===== src/rtl/bm_input_feeder.sv =====
// Board-side producer for one BondMachine processor input port: buffers board words in a
// small FIFO and hands them out one at a time over the valid/received handshake.
module bm_input_feeder #(
    parameter int WIDTH       = 8,
    parameter int DEPTH_LOG2  = 2,
    parameter int SYNC_STAGES = 2
) (
    input  logic                  clock_signal,
    input  logic                  reset_signal,
    input  logic [WIDTH-1:0]      wr_data,
    input  logic                  wr_en,
    output logic                  full,
    output logic                  empty,
    output logic [DEPTH_LOG2:0]   level,
    output logic                  overflow,
    output logic [WIDTH-1:0]      i0,
    output logic                  i0_valid,
    input  logic                  i0_received
);

    localparam int DEPTH = 1 << DEPTH_LOG2;
    localparam logic [DEPTH_LOG2:0] DEPTH_LVL = (DEPTH_LOG2 + 1)'(DEPTH);

    typedef enum logic [1:0] {IDLE, PRESENT, WAIT_RELEASE} state_t;

    state_t                  state, state_next;
    logic                    rcv;
    logic                    pop;
    logic                    clr_valid;
    logic                    wr_accept;
    logic [DEPTH_LOG2-1:0]   wr_ptr, rd_ptr;
    logic [DEPTH_LOG2:0]     level_next;
    logic [WIDTH-1:0]        mem [DEPTH];

    // The acknowledge may come from a slower processor clock domain, so it is delayed
    // through a flop chain unless the caller asks for the raw signal.
    generate
        if (SYNC_STAGES == 0) begin : g_raw
            assign rcv = i0_received;
        end else begin : g_sync
            logic [SYNC_STAGES-1:0] sync_q;
            always_ff @(posedge clock_signal or negedge reset_signal) begin
                if (!reset_signal) begin
                    sync_q <= '0;
                end else begin
                    sync_q[0] <= i0_received;
                    for (int s = 1; s < SYNC_STAGES; s++) begin
                        sync_q[s] <= sync_q[s-1];
                    end
                end
            end
            assign rcv = sync_q[SYNC_STAGES-1];
        end
    endgenerate

    // Writes use the registered full, so a write while full is lost even if a pop coincides.
    assign wr_accept = wr_en && !full;

    always_comb begin
        level_next = level;
        case ({wr_accept, pop})
            2'b10:   level_next = level + (DEPTH_LOG2 + 1)'(1);
            2'b01:   level_next = level - (DEPTH_LOG2 + 1)'(1);
            default: level_next = level;
        endcase
    end

    always_ff @(posedge clock_signal) begin
        if (wr_accept) begin
            mem[wr_ptr] <= wr_data;
        end
    end

    always_ff @(posedge clock_signal or negedge reset_signal) begin
        if (!reset_signal) begin
            wr_ptr   <= '0;
            rd_ptr   <= '0;
            level    <= '0;
            full     <= 1'b0;
            empty    <= 1'b1;
            overflow <= 1'b0;
        end else begin
            if (wr_accept) wr_ptr <= wr_ptr + DEPTH_LOG2'(1);
            if (pop)       rd_ptr <= rd_ptr + DEPTH_LOG2'(1);
            level    <= level_next;
            full     <= (level_next == DEPTH_LVL);
            empty    <= (level_next == '0);
            overflow <= overflow | (wr_en && full);
        end
    end

    always_ff @(posedge clock_signal or negedge reset_signal) begin
        if (!reset_signal) begin
            state <= IDLE;
        end else begin
            state <= state_next;
        end
    end

    // WAIT_RELEASE insists on rcv dropping, so a held-high acknowledge retires one word only.
    always_comb begin
        state_next = state;
        case (state)
            IDLE:         if (!empty && !rcv) state_next = PRESENT;
            PRESENT:      if (rcv)            state_next = WAIT_RELEASE;
            WAIT_RELEASE: if (!rcv)           state_next = IDLE;
            default:                          state_next = IDLE;
        endcase
    end

    always_comb begin
        pop       = (state == IDLE) && !empty && !rcv;
        clr_valid = (state == PRESENT) && rcv;
    end

    always_ff @(posedge clock_signal or negedge reset_signal) begin
        if (!reset_signal) begin
            i0       <= '0;
            i0_valid <= 1'b0;
        end else if (pop) begin
            i0       <= mem[rd_ptr];
            i0_valid <= 1'b1;
        end else if (clr_valid) begin
            i0_valid <= 1'b0;
        end
    end

endmodule


===== config.mk =====
export PLATFORM = sky130hd
export DESIGN_NAME = bm_input_feeder
export DESIGN_NICKNAME = d
export VERILOG_FILES = /design/src/rtl/bm_input_feeder.sv
export SDC_FILE = /design/constraint.sdc
export NUM_CORES = 1
export LEC_CHECK = 0
export BUFFER_PORTS_ARGS = -buffer_cell sky130_fd_sc_hd__buf_4
export CORE_ASPECT_RATIO = 1.1
export CORE_MARGIN = 5
export CORE_UTILIZATION = 30
export DETAILED_ROUTE_END_ITERATION = 12
export SYNTH_ARGS = -nofsm -noshare
export SYNTH_HDL_FRONTEND = slang
export SYNTH_SLANG_ARGS = --single-unit

===== constraint.sdc =====
create_clock -name clock_signal -period 6.2 [get_ports clock_signal]
set_input_delay 0.31 -clock clock_signal [delete_from_list [all_inputs] [get_ports clock_signal]]
set_output_delay 0.31 -clock clock_signal [all_outputs]
set_load 0.03 [all_outputs]

**Yosys cells after proc, flatten, opt, wreduce, memory -nomap -nowiden**

Memory sizes are Yosys's and may differ from the RTL's. A register that Yosys moved wholly into a read port is not among the register bits.
Cells that the tools add are included.

- Input port bits: 12
- Memories kept: 1
- Bits in writable memories: 32
- Bits in registers: 15

- Reduce and logical (&&, ||, !) cells: 14
- Multiplexer cells: 9
- Add/subtract/negate cells: 4
- Bitwise logic cells: 1
- Equality and inequality tests: 8

Memories:

| name | depth | width | read ports | clocked after Yosys merged registers in | write ports | line | source |
|---|---|---|---|---|---|---|---|
| mem | 4 | 8 | 1 | 1 | 1 | 33 | `logic [WIDTH-1:0] mem [DEPTH];` |

Operators with widths:

| cell | number |
|---|---|
| logical AND 1 bit | 6 |
| two-way mux 2 bit | 3 |
| != test 2 bit (second input constant) | 3 |
| case mux 2 bit (3 select lines) | 1 |
| case mux 3 bit (2 select lines) | 1 |
| adder 2 x 1 -> 2 bit (second input constant) | 2 |
| == test 2 x 1 -> 1 bit (second input constant) | 2 |
| == test 2 bit (second input constant) | 2 |
| zero test 1 bit | 4 |
| two-way mux 1 bit | 4 |
| adder 3 x 1 -> 3 bit (second input constant) | 1 |
| == test 3 bit (second input constant) | 1 |
| zero test 3 bit | 1 |
| AND reduction 3 bit | 1 |
| subtractor 3 x 1 -> 3 bit (second input constant) | 1 |
| zero test 2 bit | 1 |
| nonzero test 2 bit | 1 |
| OR 1 bit | 1 |

**Logic depth before layout (Yosys ltp)**

Gate-level depths: netlist (run 1).

- Depth in word-level cells: 6
- Gate-level depth with buffers: 9

**Worst setup path before layout (run 1)**

Ideal clock, no wire load.

- Path kind: register -> register
- Start point: register g_sync.sync_q[1]
- End point: register level[2]
- Setup time: 127 ps
- Clock period less this slack: 2349 ps
- Buffers on the path: 1
- Arrival: 2222 ps
- Data required time: 6073 ps
- Cell stages (with the launch flop): 9
- Slack: 3851 ps
- Cells stage by stage: dfrtp_1 -> nor4_4 -> buf_4 -> ha_1 -> inv_1 -> fa_1 -> xor2_1 -> o21a_1 -> or2_2

- Word-level cells in the longest chain between the ends: 4
- Elaborated cells between the ends (all ways): 5
- Those cells by class: eq/ne (2); mux (1); reduce/logical (2)

RTL lines:

| what | line | source |
|---|---|---|
| start, declared | 41 | `logic [SYNC_STAGES-1:0] sync_q;` |
| start signal, assigned by index | 48 | `sync_q[s] <= sync_q[s-1];` |
| zero test 1 bit (*) | 112 | `pop = (state == IDLE) && !empty && !rcv;` |
| logical AND 1 bit (*) | 112 |  |
| named net pop | 28 | `logic pop;` |
| == test 2 x 1 -> 1 bit or == test 2 bit (tied branches) | 61 | `case ({wr_accept, pop})` |
| case mux 3 bit (2 select lines) (*) | 61 |  |
| named net level_next[2] | 32 | `logic [DEPTH_LOG2:0] level_next;` |
| end signal, assigned | 85 | `level <= level_next;` |
| end, declared | 14 | `output logic [DEPTH_LOG2:0] level,` |

Mark *: on every way through the listed nets, which the timed path passes. The rest lies on a longest branch.
A chain may end at the register's enable or synchronous reset.

**Worst setup path after layout (run 1)**

- Start point: register state[0]
- End point: register level[2]

- Word-level cells in the longest chain between the ends: 5
- Elaborated cells between the ends (all ways): 6
- Those cells by class: eq/ne (2); mux (1); reduce/logical (3)

RTL lines:

| what | line | source |
|---|---|---|
| start, declared | 26 | `state_t state, state_next;` |
| start signal, assigned | 96 | `state <= state_next;` |
| zero test 2 bit (*) | 112 |  |
| logical AND 1 bit (*) (2 in a row) | 112 |  |
| == test 2 x 1 -> 1 bit or == test 2 bit (tied branches) | 61 |  |
| case mux 3 bit (2 select lines) (*) | 61 |  |
| named net level_next[2] | 32 |  |

Marked as above.

==> results.py, run 1 <==
metrics = {
    "hold_path": {
        "hold_path_class": "primary input to flop",
        "hold-path-cell-count": 1,
        "hold_end": "g_sync.sync_q[0]",
        "holdCritStartpoint": "i0_received",
    },
    "timing": {
        "setup_slack_ps": 3240,
        "finClkSkew_ps": 2.64,
        "max_freq_mhz": 338,
        "hold_viol": 0,
        "finalCritPeriodShare_pct": 47.7,
        "tightest_slew_ps": 1010,
        "finalCriticalPeriod_ps": 2960,
        "setup_viol": 0,
        "rsz0062_at_grt": "no",
        "maxSlewViolCount": 0,
        "slew_headroom_pct": 32.2,
        "setup-tns-final_ps": 0,
    },
    "worst_setup_path": {
        "crit_path_cell_trace": "nor4_4, ha_1, inv_1, fa_1, xor2_1, o21a_1, or2_2",
        "criticalPathCategory": "flop to flop",
        "critPathArrivalTime_ps": 3140,
        "endpoint_kind": "flop",
        "cp_slowest_cell": "nor4_4",
        "reg2reg_slack_ps": 3240,
        "r2r_end": "level[2]",
        "worstRegToRegCells": 7,
        "cp_max_fo": 11,
        "critPathLaunchType": "flop",
        "cp.required_ps": 6380,
        "cpPeakStageDelay_ps": 890,
        "crit_start": "state[0]",
        "rr_startpoint": "state[0]",
    },
    "final_layout": {
        "nets": 167,
        "fill_cells": 655,
        "drive_gt1_share_pct": 34.7,
        "antenna_cells": 0,
        "multiInputGateArea_sq_um": 598,
        "regArea_sq_mm": 0.00154,
        "area.growth.synth_to_final_pct": 16.8,
    },
    "route": {
        "vias": 1050,
        "ant_nets": 0,
        "dr.pass1.iters": 4,
        "drc_errors": 0,
        "drt_iter0_markers": 62,
        "routed_via_density": 4.47,
        "wire_per_inst_microns": 15.0,
        "finalWirelength_mm": 3.52,
    },
    "global_route": {
        "grt_max_degree": 24,
        "globalRouteOverflowTotal": 0,
        "grt_usage_pct": 8.48,
        "antenna_found_initial": 0,
        "grt_pass1_wl_mm": 5.93,
        "first_global_vias": 1181,
    },
    "logic_synthesis": {
        "synth_nets": 137,
        "ys_seq_elements": 55,
        "yosysWarnings": 0,
        "synth.cell_area_sq_mm": 0.00219,
        "synth_cells": 119,
        "ys_types": 27,
        "avgSynthCellArea_sq_um": 18.4,
        "yosysSeqAreaShare_pct": 70.3,
    },
    "clock_network": {
        "cts_tree": "built",
        "root_buffer": "clkbuf_8",
        "numCtsBuffers": 5,
        "hold_buffers": 1,
        "cts.sinks": 55,
        "cts_setup_buffers": 0,
        "htreeDepth": 2,
        "cts.path.max_buffers": 2,
        "cts_resized": 0,
        "clk_latency_ps": 300,
        "clkTransAtPathRegs_ps": 80,
    },
    "die": {
        "row_count": 32,
        "die_area_sq_mm": 0.00910,
        "die_width_microns": 91.4,
        "core_sq_mm": 0.00705,
        "die_h_microns": 99.6,
        "initial_utilization_pct": 31.1,
        "io_pins": 27,
    },
    "run_status": {
        "outcome": "completed",
    },
    "placement": {
        "io_buffer_count": 26,
        "hpwl_mm": 2.62,
        "dp_slack_ps": 3220,
        "gp_congestion": 0.670,
    },
    "run": {
        "max-cap-violations": 0,
    },
    "pwr": {
        "finalPower_uw": 1230,
        "p_leak_uw": 0.000997,
        "vdd_drop_max_mv": 0.134,
        "p_per_area_mw_per_mm2": 482,
    },
}
-- state kept, by name, summed over array words and instances (netlist names) --
register and flops:
state 2, full 1, level 3, overflow 1, g_sync.sync_q 2, i0_valid 1, empty 1, wr_ptr 2
mem 32, rd_ptr 2, i0 8
-- power by group --
part           internal (uW)  switching (uW)
Sequential               503            86.5
Combinational            227             235
Clock                   77.8             102
Total                    808             424
-- Yosys cell counts, drive strengths merged --
master	number	share of area [%]
a211oi	1	0.34
or2	1	0.29
o21ai	3	0.69
mux2	8	5.5
and2	5	1.4
nand2	2	0.34
clkbuf	2	0.34
xor2	3	1.2
buf	2	0.86
xnor2	3	1.2
o21ba	1	0.46
fa	1	0.91
nor3b	1	0.34
dfstp	1	1.2
inv	7	1.2
nor2	1	0.17
mux4	8	8.2
dfrtp	22	25
a21oi	2	0.46
a21o	1	0.34
edfxtp	32	44
nor3	3	0.69
nor2b	2	0.57
o21a	1	0.34
nor4	1	0.97
ha	5	2.9
-- per-layer routing --
layer  GRT usage (%)  wire length, microns  vias up
met1            8.88                  1300      530
met5               0                     0        -
met2            15.5                  2030       20
met3            2.12                   119        9
li1                -                     -      491
met4            4.29                    73        0
-- area by class of cell --
class                      count  area share, %
sequential                    55           60.2
multi-input combinational     53           23.4
timing repair buffer          27           8.03
tap                           85           4.16
clock buffer                   6           2.84
inverter                       7           1.03
clock inverter                 2          0.343
-- worst max-delay path by stage --
stage | endpoint | slack [ps] | cells after the start
6_report | level[2] | 3240 | 7
4_1_cts | level[2] | 3220 | 7
3_3_place_gp | level[2] | 3340 | 7
2_1_floorplan | level[2] | 3850 | 8
5_1_grt | level[2] | 3070 | 7
3_5_place_dp | level[2] | 3220 | 7
-- per-stage QoR --
step / hold WS (ps) / instances / cell area [sq um] / util [%]
floorplan: 14.4 / 119 / 2190 / -
global placement: 217 / 226 / 2460 / 35.0
detailed placement: 225 / 226 / 2460 / 35.0
CTS: 113 / 235 / 2550 / 36.3
global route: 101 / 235 / 2550 / 36.3
finish: 117 / 235 / 2550 / 36.3
-- logic make-up after synthesis --
logic type | count (synthesis) | synth area share (%)
flip-flops | 55 | 70.3
multiplexers | 16 | 13.7
AND/OR/NAND/NOR | 16 | 4.80
buffers and inverters | 11 | 2.40
AO/OA/AOI/OAI | 9 | 2.63
XOR/XNOR | 6 | 2.40
adder cells (fa/ha/maj) | 6 | 3.77
-- critical path, delay by kind of cell (launching register included) --
kind	cells	cell delay (ps)
flip-flops	1	440
adder cells (fa/ha/maj)	2	730
buffers and inverters	1	70
XOR/XNOR	1	190
AND/OR/NAND/NOR	2	1190
AO/OA/AOI/OAI	1	210
-- placed cells by master, fill, tap and decap left out, types with 3 or more instances in the layout --
master | netlist | layout
o21ai_0 | 3 | 3
xor2_1 | 3 | 3
ha_1 | 5 | 5
nor3_1 | 3 | 3
clkbuf_8 | 0 | 5
inv_1 | 7 | 7
and2_1 | 5 | 5
dfrtp_1 | 22 | 22
edfxtp_1 | 32 | 32
xnor2_1 | 3 | 3
mux4_2 | 8 | 8
mux2_4 | 8 | 8
buf_4 | 1 | 26
No activity file was read; power rests on OpenSTA's default activity.
==> run 2: changes to the inputs <==
--- a/config.mk
+++ b/config.mk
@@ -5,6 +5,7 @@
 export SDC_FILE = /design/constraint.sdc
 export NUM_CORES = 1
 export LEC_CHECK = 0
+export ABC_AREA = 1
 export BUFFER_PORTS_ARGS = -buffer_cell sky130_fd_sc_hd__buf_4
 export CORE_ASPECT_RATIO = 1.1
 export CORE_MARGIN = 5
==> constraint.sdc (replaced) <==
create_clock -name clock_signal -period 2.5 [get_ports clock_signal]
set_input_delay 0.125 -clock clock_signal [delete_from_list [all_inputs] [get_ports clock_signal]]
set_output_delay 0.125 -clock clock_signal [all_outputs]
set_load 0.03 [all_outputs]
==> results.py, run 2 <==
metrics = {
    "worst_setup_path": {
        "crit_path_cell_trace": "nor2_1, nand3_2, inv_4, ha_1, inv_1, fa_1, nand2_1, o21ai_0, nand3_1, a21oi_1",
        "cp_slowest_cell": "fa_1",
        "cpPeakStageDelay_ps": 490,
        "critPathLaunchType": "flop",
        "critPathArrivalTime_ps": 2240,
        "cp.required_ps": 2730,
        "criticalPathCategory": "flop to flop",
        "worstRegToRegCells": 10,
        "cp_max_fo": 10,
        "endpoint_kind": "flop",
    },
    "clock_network": {
        "cts.path.max_buffers": 2,
        "clkTransAtPathRegs_ps": 90,
        "hold_buffers": 2,
        "cts_tree": "built",
        "clk_latency_ps": 300,
        "htreeDepth": 2,
        "cts_resized": 0,
        "cts_setup_buffers": 0,
        "cts.sinks": 55,
        "numCtsBuffers": 5,
        "root_buffer": "clkbuf_8",
    },
    "final_layout": {
        "regMostFlops": "mem",
        "area.growth.synth_to_final_pct": 17.4,
        "final_cells": 324,
        "drive_gt1_share_pct": 18.1,
        "nets": 254,
        "largest_reg_flops": 32,
        "fill_cells": 735,
        "multiInputGateArea_sq_um": 574,
        "layout_common_cells": "nand2_1 (65), edfxtp_1 (32), buf_4 (31)",
        "regArea_sq_mm": 0.00154,
        "antenna_cells": 0,
        "top_regs": "mem: 32 flops, i0: 8 flops, level: 3 flops",
        "final_common_cell": "nand2_1",
    },
    "timing": {
        "maxSlewViolCount": 0,
        "max_freq_mhz": 498,
        "finalCritPeriodShare_pct": 80.3,
        "finClkSkew_ps": 6.06,
        "setup_viol": 0,
        "finalCriticalPeriod_ps": 2010,
        "hold_viol": 0,
        "slew_headroom_pct": 53.0,
        "rsz0062_at_grt": "no",
        "setup-tns-final_ps": 0,
        "tightest_slew_ps": 705,
    },
    "route": {
        "wire_per_inst_microns": 12.5,
        "vias": 1413,
        "ant_nets": 0,
        "dr.pass1.iters": 4,
        "finalWirelength_mm": 4.04,
        "routed_via_density": 4.36,
        "drc_errors": 0,
        "drt_iter0_markers": 68,
    },
    "logic_synthesis": {
        "synth_cells": 200,
        "synthFlopType": "edfxtp_1",
        "synth_edf_count": 32,
        "yosysSeqAreaShare_pct": 68.0,
        "synth.cell_area_sq_mm": 0.00226,
        "synth_nets": 218,
        "synth.most_common_cell": "nand2_1",
        "ys_seq_elements": 55,
        "synthTopCellsByCount": "nand2_1 (65), edfxtp_1 (32), dfrtp_1 (22), inv_1 (17), nor2_1 (15)",
        "avgSynthCellArea_sq_um": 11.3,
        "synth_top_area_share_pct": 42.5,
        "ys_types": 24,
        "synth_top_area_cell": "edfxtp_1",
        "async_reset_ff_share_pct": 41.8,
        "yosysWarnings": 0,
        "synth_area_leaders": "edfxtp_1 (42%), dfrtp_1 (24%), nand2_1 (11%), inv_1 (2.8%), ha_1 (2.8%)",
    },
    "pwr": {
        "switching_share_pct": 39.6,
        "sequentialPowerShare_pct": 46.8,
        "pwr-share-clk_pct": 15.3,
        "finalPower_uw": 3070,
        "switchingPower_uw": 1210,
        "combPwrFrac_pct": 37.9,
        "p_leak_uw": 0.00118,
        "p_per_area_mw_per_mm2": 1160,
        "cell_internal_pwr_uw": 1860,
        "vdd_drop_max_mv": 0.341,
    },
    "global_route": {
        "grt_max_degree": 24,
        "grt_pass1_wl_mm": 6.71,
        "antenna_found_initial": 0,
        "globalRouteOverflowTotal": 0,
        "first_global_vias": 1381,
        "grt_usage_pct": 9.39,
    },
    "die": {
        "initial_utilization_pct": 30.6,
        "die_h_microns": 101,
        "die_width_microns": 92.8,
        "io_pins": 27,
        "die_area_sq_mm": 0.00938,
        "row_count": 33,
        "core_sq_mm": 0.00739,
    },
    "placement": {
        "hpwl_mm": 2.78,
        "gp_congestion": 0.739,
        "io_buffer_count": 26,
        "dp.cells": 313,
    },
    "hold_path": {
        "hold_path_class": "primary input to flop",
        "hold-path-cell-count": 1,
    },
    "run": {
        "max-cap-violations": 0,
    },
    "run_status": {
        "outcome": "completed",
    },
}
run 2: path summary, 6_finish.rpt:
path                                        from                to  slack, ps
worst max-delay path            g_sync.sync_q[1]              full        490
worst min-delay path                  wr_data[1]         mem[0][1]         20
worst max register to register  g_sync.sync_q[1]              full        490
worst min register to register  g_sync.sync_q[0]  g_sync.sync_q[1]        370
max in group asynchronous           reset_signal             empty       1970
min in group asynchronous           reset_signal          overflow        250
run 2: power groups by stage:
stage,logic [uW],registers (uW),clock network (uW)
after floorplan,711,1580,0
after global placement,1170,1460,0
after detailed placement,1190,1460,0
after CTS,1200,1450,487
after global routing,1320,1470,525
final,1170,1440,469
run 2: layout make-up:
cell class	instances	area share [%]
clock inverter	2	0.471
inverter	20	3.30
clock buffer	6	2.73
tap	87	4.10
timing repair buffer	34	9.89
sequential	55	57.9
multi-input combinational	120	21.6
run 2: critical path, delay by kind of cell (launching register included):
family / cells / cell delay, ps
and+or+nand+nor: 4 / 410
buffers and inverters: 2 / 200
DFF: 1 / 410
adders and majority gates: 2 / 660
AOI/OAI and AO/OA: 2 / 250
run 2: per-stage QoR:
stage | util (%) | hold slack [ps] | worst slack, ps | instance area, sq um
after floorplan | - | -171 | 574 | 2260
after global placement | 34.4 | 38.9 | 575 | 2540
after detailed placement | 34.4 | 40.4 | 496 | 2540
after CTS | 35.8 | 7.67 | 476 | 2650
after global routing | 35.9 | 4.02 | 292 | 2660
final | 35.9 | 16.1 | 492 | 2660
run 2: kinds of logic (layout without fill, tap and decap cells):
kind of cell,Yosys count,after routing,synth area share [%]
AND/OR/NAND/NOR,87,87,15.2
flip-flops,55,55,68.0
XOR/XNOR,2,2,0.774
AO/OA/AOI/OAI,25,25,5.75
adder cells (fa/ha/maj),6,6,3.65
buffers and inverters,25,62,6.64
run 2: per-layer routing:
layer,GRT usage (%),vias up,wire length (microns)
met1,10.8,670,1760
met5,0,-,0
met2,16.5,15,2110
li1,-,722,-
met4,5.07,0,99
met3,1.64,6,79
